`src/rtl/rfdc_timing_pkg.sv`:
```
// Register map, bit positions and FSM/status encodings for the RFDC timing
// register block, shared by the NCO reset sequencer and its sub-modules.
package rfdc_timing_pkg;

  // Register offsets relative to the block base address
  localparam logic [19:0] NCO_RESET_REG     = 20'h00;
  localparam logic [19:0] GEARBOX_RESET_REG = 20'h04;

  // NCO_RESET_REG bit positions
  localparam int NCO_RESET_START   = 0;
  localparam int NCO_RESET_DONE    = 1;
  localparam int NCO_SYNC_FAILED   = 8;
  localparam int SYSREF_WAIT_LSB   = 16;
  localparam int SYSREF_WAIT_MSB   = 23;
  localparam int WRITE_SYSREF_WAIT = 24;

  // GEARBOX_RESET_REG bit positions
  localparam int ADC_RESET = 0;
  localparam int DAC_RESET = 1;

  typedef enum logic [3:0] {
    IDLE    = 4'd0,
    WR_NCO  = 4'd1,
    WAIT_WR = 4'd2,
    GAP     = 4'd3,
    RD_ST   = 4'd4,
    WAIT_RD = 4'd5,
    GB_WR   = 4'd6,
    WAIT_GB = 4'd7,
    FIN     = 4'd8
  } seq_state_t;

  typedef enum logic [1:0] {
    ST_OK           = 2'd0,
    ST_SYNC_FAILED  = 2'd1,
    ST_ACK_TIMEOUT  = 2'd2,
    ST_POLL_TIMEOUT = 2'd3
  } seq_status_t;

  // Single write that both loads SYSREF_WAIT and kicks off the NCO reset
  function automatic logic [31:0] nco_start_word(input logic [7:0] sysref_wait);
    logic [31:0] w;
    w = '0;
    w[NCO_RESET_START] = 1'b1;
    w[WRITE_SYSREF_WAIT] = 1'b1;
    w[SYSREF_WAIT_MSB:SYSREF_WAIT_LSB] = sysref_wait;
    return w;
  endfunction

  // Resets both ADC and DAC gearboxes together
  function automatic logic [31:0] gearbox_reset_word();
    logic [31:0] w;
    w = '0;
    w[ADC_RESET] = 1'b1;
    w[DAC_RESET] = 1'b1;
    return w;
  endfunction

endpackage

```
`src/rtl/ctrlport_xact_timer.sv`:
```
// Per-transaction CtrlPort ack timeout. load restarts the count on every
// request strobe; expire is high once ACK_TIMEOUT cycles have passed since
// the strobe without a new load.
module ctrlport_xact_timer #(
  parameter int ACK_TIMEOUT = 255
) (
  input  logic clk,
  input  logic rst_n,
  input  logic load,
  output logic expire
);

  localparam int CW = $clog2(ACK_TIMEOUT + 1);
  localparam logic [CW-1:0] LIMIT = CW'(ACK_TIMEOUT);

  logic [CW-1:0] cnt;

  // Zero means idle; counts up from 1 after a strobe and saturates at the limit
  always_ff @(posedge clk or negedge rst_n) begin
    if (!rst_n) begin
      cnt <= '0;
    end else if (load) begin
      cnt <= CW'(1);
    end else if (cnt != '0 && cnt != LIMIT) begin
      cnt <= cnt + CW'(1);
    end
  end

  assign expire = (cnt == LIMIT);

endmodule

```
`src/rtl/rfdc_nco_reset_sequencer.sv`:
```
// CtrlPort initiator running the RFDC timing NCO reset sequence: one write of
// SYSREF_WAIT plus the start strobe, then status polling until DONE,
// SYNC_FAILED, a poll-count limit or an ack timeout.
// Optional feature macro: RFDC_SEQ_GEARBOX_RESET_EN adds a gearbox reset
// write after DONE.
module rfdc_nco_reset_sequencer
  import rfdc_timing_pkg::*;
#(
  parameter logic [19:0] BASE_ADDR   = 20'h0,
  parameter int          ACK_TIMEOUT = 255,
  parameter int          POLL_GAP    = 16,
  parameter int          MAX_POLLS   = 1024
) (
  input  logic        clk,
  input  logic        rst_n,
  input  logic        start,
  input  logic [7:0]  sysref_wait,
  output logic        busy,
  output logic        done,
  output logic [1:0]  status,
  output logic        m_ctrlport_req_wr,
  output logic        m_ctrlport_req_rd,
  output logic [19:0] m_ctrlport_req_addr,
  output logic [31:0] m_ctrlport_req_data,
  input  logic        m_ctrlport_resp_ack,
  input  logic [1:0]  m_ctrlport_resp_status,
  input  logic [31:0] m_ctrlport_resp_data
);

  localparam int GW = $clog2(POLL_GAP + 1);
  localparam int PW = $clog2(MAX_POLLS + 1);
  localparam logic [GW-1:0] GAP_LAST  = GW'(POLL_GAP - 1);
  localparam logic [PW-1:0] POLL_LAST = PW'(MAX_POLLS);

  seq_state_t  state;
  seq_status_t status_q;
  logic [GW-1:0] gap_cnt;
  logic [PW-1:0] poll_cnt;
  logic ack_err;
  logic ack_expire;
  logic unused_resp_bits;

  assign ack_err = m_ctrlport_resp_ack && (m_ctrlport_resp_status != 2'b00);
  assign status  = status_q;
  assign unused_resp_bits = ^{m_ctrlport_resp_data[31:9], m_ctrlport_resp_data[7:2],
                              m_ctrlport_resp_data[0]};

  ctrlport_xact_timer #(
    .ACK_TIMEOUT (ACK_TIMEOUT)
  ) u_xact_timer (
    .clk    (clk),
    .rst_n  (rst_n),
    .load   (m_ctrlport_req_wr | m_ctrlport_req_rd),
    .expire (ack_expire)
  );

  // Sequencer FSM; strobes and done are registered so they line up with their state
  always_ff @(posedge clk or negedge rst_n) begin
    if (!rst_n) begin
      state               <= IDLE;
      status_q            <= ST_OK;
      busy                <= 1'b0;
      done                <= 1'b0;
      gap_cnt             <= '0;
      poll_cnt            <= '0;
      m_ctrlport_req_wr   <= 1'b0;
      m_ctrlport_req_rd   <= 1'b0;
      m_ctrlport_req_addr <= '0;
      m_ctrlport_req_data <= '0;
    end else begin
      m_ctrlport_req_wr <= 1'b0;
      m_ctrlport_req_rd <= 1'b0;
      done              <= 1'b0;
      case (state)
        IDLE: begin
          if (start) begin
            busy                <= 1'b1;
            status_q            <= ST_OK;
            gap_cnt             <= '0;
            poll_cnt            <= '0;
            m_ctrlport_req_wr   <= 1'b1;
            m_ctrlport_req_addr <= BASE_ADDR + NCO_RESET_REG;
            m_ctrlport_req_data <= nco_start_word(sysref_wait);
            state               <= WR_NCO;
          end
        end
        WR_NCO: state <= WAIT_WR;
        WAIT_WR: begin
          if (m_ctrlport_resp_ack) begin
            if (ack_err) begin
              status_q <= ST_POLL_TIMEOUT;
              done     <= 1'b1;
              state    <= FIN;
            end else begin
              gap_cnt <= '0;
              state   <= GAP;
            end
          end else if (ack_expire) begin
            status_q <= ST_ACK_TIMEOUT;
            done     <= 1'b1;
            state    <= FIN;
          end
        end
        GAP: begin
          if (gap_cnt == GAP_LAST) begin
            m_ctrlport_req_rd   <= 1'b1;
            m_ctrlport_req_addr <= BASE_ADDR + NCO_RESET_REG;
            state               <= RD_ST;
          end else begin
            gap_cnt <= gap_cnt + GW'(1);
          end
        end
        RD_ST: begin
          poll_cnt <= poll_cnt + PW'(1);
          state    <= WAIT_RD;
        end
        WAIT_RD: begin
          if (m_ctrlport_resp_ack) begin
            if (ack_err) begin
              status_q <= ST_POLL_TIMEOUT;
              done     <= 1'b1;
              state    <= FIN;
            end else if (m_ctrlport_resp_data[NCO_SYNC_FAILED]) begin
              status_q <= ST_SYNC_FAILED;
              done     <= 1'b1;
              state    <= FIN;
            end else if (m_ctrlport_resp_data[NCO_RESET_DONE]) begin
              status_q <= ST_OK;
`ifdef RFDC_SEQ_GEARBOX_RESET_EN
              m_ctrlport_req_wr   <= 1'b1;
              m_ctrlport_req_addr <= BASE_ADDR + GEARBOX_RESET_REG;
              m_ctrlport_req_data <= gearbox_reset_word();
              state               <= GB_WR;
`else
              done  <= 1'b1;
              state <= FIN;
`endif
            end else if (poll_cnt == POLL_LAST) begin
              status_q <= ST_POLL_TIMEOUT;
              done     <= 1'b1;
              state    <= FIN;
            end else begin
              gap_cnt <= '0;
              state   <= GAP;
            end
          end else if (ack_expire) begin
            status_q <= ST_ACK_TIMEOUT;
            done     <= 1'b1;
            state    <= FIN;
          end
        end
`ifdef RFDC_SEQ_GEARBOX_RESET_EN
        GB_WR: state <= WAIT_GB;
        WAIT_GB: begin
          if (m_ctrlport_resp_ack) begin
            if (ack_err) begin
              status_q <= ST_POLL_TIMEOUT;
            end
            done  <= 1'b1;
            state <= FIN;
          end else if (ack_expire) begin
            status_q <= ST_ACK_TIMEOUT;
            done     <= 1'b1;
            state    <= FIN;
          end
        end
`endif
        FIN: begin
          busy  <= 1'b0;
          state <= IDLE;
        end
        default: state <= IDLE;
      endcase
    end
  end

endmodule
```
`config.mk`:
```
export PLATFORM = sky130hd
export DESIGN_NAME = rfdc_nco_reset_sequencer
export DESIGN_NICKNAME = d
export VERILOG_FILES = /design/src/rtl/rfdc_timing_pkg.sv /design/src/rtl/ctrlport_xact_timer.sv /design/src/rtl/rfdc_nco_reset_sequencer.sv
export SDC_FILE = /design/constraint.sdc
export NUM_CORES = 1
export LEC_CHECK = 0
export ABC_AREA = 1
export CAP_MARGIN = 20
export CORE_UTILIZATION = 44
export DETAILED_ROUTE_END_ITERATION = 10
export PLACE_DENSITY = 0.89
export SYNTH_ARGS = -nofsm -noshare
export SYNTH_HDL_FRONTEND = slang
export SYNTH_SLANG_ARGS = --single-unit
```
`constraint.sdc`:
```
create_clock -name clk -period 1.7 [get_ports clk]
set_input_delay 0.255 -clock clk [delete_from_list [all_inputs] [get_ports clk]]
set_output_delay 0.255 -clock clk [all_outputs]
set_load 0.1 [all_outputs]
```
==> impl_metrics.json, run 1 <==
{
  "power_mw": 6.072,
  "grt_usage": 0.1854,
  "cts.clk_slew.worst_paths_ns": 0.08,
  "syn_inst": 329,
  "path_class": "reg2reg",
  "cap_viol_max_count": 0,
  "drt-initial-drc-count": 125,
  "ff2ff_setup_slack_ns": -0.002,
  "via_count": 2196,
  "met1_usage": 0.2103,
  "leakage_nw": 1.624,
  "crit_path_max_fanout": 5,
  "cts_tree": "built",
  "num_rows": 27,
  "hpwl_um": 4041,
  "reg2reg_depth": 8,
  "critPathLaunchType": "flip-flop",
  "n_fill_cell": 473,
  "multi_input_area_um2": 1274,
  "num_antenna_cells": 0,
  "ir_worst_vdd_uv": 1232,
  "setup_slack_ns": -0.002449,
  "numCtsBuffers": 5,
  "place_congestion": 0.8930,
  "port-buffer-count": 31,
  "finalInstanceArea_um2": 3299,
  "ios": 104,
  "layout_common_cells": "nand2_1, conb_1, dfrtp_1, inv_1, nor2_1",
  "viasPerCell": 4.902,
  "clock_path_buffers": 2,
  "clockRootBuffer": "clkbuf_8",
  "dp_cells": 436,
  "first_pass_iters": 4,
  "setup_violations": 1,
  "period_needed_ns": 1.702,
  "grt_pass1_vias": 1976,
  "overflow": 0,
  "netlist_area_um2": 2601,
  "reg2reg_to": "poll_cnt[10]$_DFFE_PN0P_",
  "cp.required_ns": 1.90,
  "ant_nets": 0,
  "wl_per_cell_um": 13.19,
  "hold_path_class": "in2async",
  "grt_pass1_wl_um": 8804,
  "utilization": 0.5884,
  "area_growth_pct": 26.84,
  "dpl_cell_area_um2": 3044,
  "dieArea_um2": 6224,
  "ys_ff_latch": 43,
  "synth.distinct_cells": 35,
  "routed_wl_um": 5909,
  "synth_warnings": 0,
  "skew_ns": 0.01010,
  "core_area_um2": 5608,
  "fin_crit_sh": 1.001,
  "grt_max_degree": 28,
  "failed_checks": "negative setup slack",
  "grt_util_met2": 0.3270,
  "drive_gt1_frac": 0.2207,
  "final_common_cell": "nand2_1",
  "met3_usage": 0.05057,
  "r2r-start": "poll_cnt[0]$_DFFE_PN0P_",
  "cts_sinks": 43,
  "cts_htree_levels": 2,
  "die-width_um": 78.89,
  "power_density_nw_per_um2": 1840,
  "rsz0062_at_grt": "true",
  "clkLatencyLatePin_ns": 0.31,
  "critPathArrivalTime_ns": 1.90,
  "drc": 0,
  "outcome": "finished, violations left",
  "fmax_mhz": 587.4,
  "initial_core_util": 0.4639,
  "fp.dieH_um": 78.89,
  "hold_violations": 0,
  "antenna_found_initial": 0,
  "avgSynthCellArea_um2": 7.907,
  "ys_seq_area_frac": 0.4137,
  "slew_violations": 0,
  "fin_nets": 428,
  "endpoint_kind": "flip-flop",
  "instances_no_fill": 448,
  "regArea_um2": 1077,
  "top_usage_layer": "met2"
}
[critical path, stage by stage, from the launching register on]
cell	delay [ns]
dfrtp_1	0.41
ha_1	0.23
nand4_1	0.20
nor3_4	0.22
nand3_2	0.13
nor2_2	0.14
nand3_1	0.10
o21ai_1	0.11
inv_1	0.06
[layout make-up]
class | count | area share
multi-input combinational | 237 | 0.3860
sequential | 43 | 0.3265
timing repair buffer | 45 | 0.1775
inverter | 44 | 0.05157
tap | 72 | 0.02730
clock buffer | 6 | 0.02199
clock inverter | 1 | 0.009101
[state kept, by name, indices dropped and copies added, names as in the netlist, 2 cells and up]
name	cells
state	4
u_xact_timer.cnt	8
poll_cnt	11
m_ctrlport_req_data	9
gap_cnt	5
status	2
[through the flow]
step           setup TNS (ns)  hold slack, ns  worst slack [ns]
2_1_floorplan               0        -0.04059            0.1107
3_3_place_gp          -0.2190          0.2016           -0.1129
3_5_place_dp          -0.3527          0.2142           -0.1389
4_1_cts                     0          0.4188           0.01606
5_1_grt               -0.7270          0.4592          -0.09820
6_report            -0.002449          0.4048         -0.002449
[cells in the mapped netlist (all sizes together)]
cell type	count	area (um^2)
o22ai	2	12.51
nor2	29	121.4
dfrtp	43	1076
xnor2	2	17.52
xor2	4	35.03
nand3	20	115.1
nand2	77	296.5
nand4	3	18.77
nor3b	1	7.510
nor3	5	41.29
or2	3	18.77
ha	6	75.07
o31ai	2	15.01
buf	46	346.6
o21ai	21	108.9
a31oi	4	25.02
a21oi	11	58.81
o32a	1	10.01
o21bai	1	7.510
nand3b	2	15.01
inv	44	165.2
mux2i	1	10.01
conb	1	3.750
[where the power goes]
| group | total (mW) | internal, mW | switching [mW] |
|---|---|---|---|
| Clock | 0.777 | 0.431 | 0.346 |
| Sequential | 1.61 | 1.30 | 0.307 |
| Combinational | 3.69 | 1.15 | 2.54 |
| Total | 6.07 | 2.88 | 3.20 |
[worst max-delay path by stage]
stage                                             from                         endpoint  cells past startpoint
finish                         poll_cnt[0]$_DFFE_PN0P_         poll_cnt[10]$_DFFE_PN0P_                      8
global route           u_xact_timer.cnt[0]$_DFFE_PN0P_  u_xact_timer.cnt[7]$_DFFE_PN0P_                      8
CTS                            poll_cnt[0]$_DFFE_PN0P_         poll_cnt[10]$_DFFE_PN0P_                      8
detailed placement             m_ctrlport_resp_data[1]            status[1]$_DFFE_PN0P_                      8
global placement               m_ctrlport_resp_data[1]            status[1]$_DFFE_PN0P_                      8
floorplan           m_ctrlport_req_data[0]$_DFFE_PN0P_          m_ctrlport_req_data[24]                      1
[what timing repair did]
action                                  CTS  global route
resized for setup                         0            31
endpoints found under the hold margin    16             0
endpoints found under the setup margin    0            22
setup buffers                             0             4
hold buffers                              1             0
[logic make-up after synthesis]
group	after synthesis	synth area share
buffers and inverters	90	0.1967
AOI/OAI and AO/OA	42	0.09139
other	1	0.001442
and+or+nand+nor	140	0.2439
muxes	1	0.003848
adders and majority gates	6	0.02886
xor gates and xnor gates	6	0.02020
DFF	43	0.4137
[metal layers]
metal	part of all wire	wire length, um	up-vias
met5	0	0	-
met4	0.029	169	0
met3	0.053	316	18
met2	0.53	3129	93
met1	0.39	2293	1038
li1	-	-	1047
Power figures use the tool's default switching activity.
==> run 2, diff against run 1 <==
- CTS_CLUSTER_DIAMETER: default -> 50
==> results of run 2 <==
No change in the layout: final DEF, timing and power equal those of run 1.
==> run 3, diff against run 2 <==
- ABC_CLOCK_PERIOD_IN_PS: default -> 1700
- CTS_CLUSTER_DIAMETER: 50 -> 40
==> results of run 3 <==
No change in the layout: final DEF, timing and power equal those of run 1.
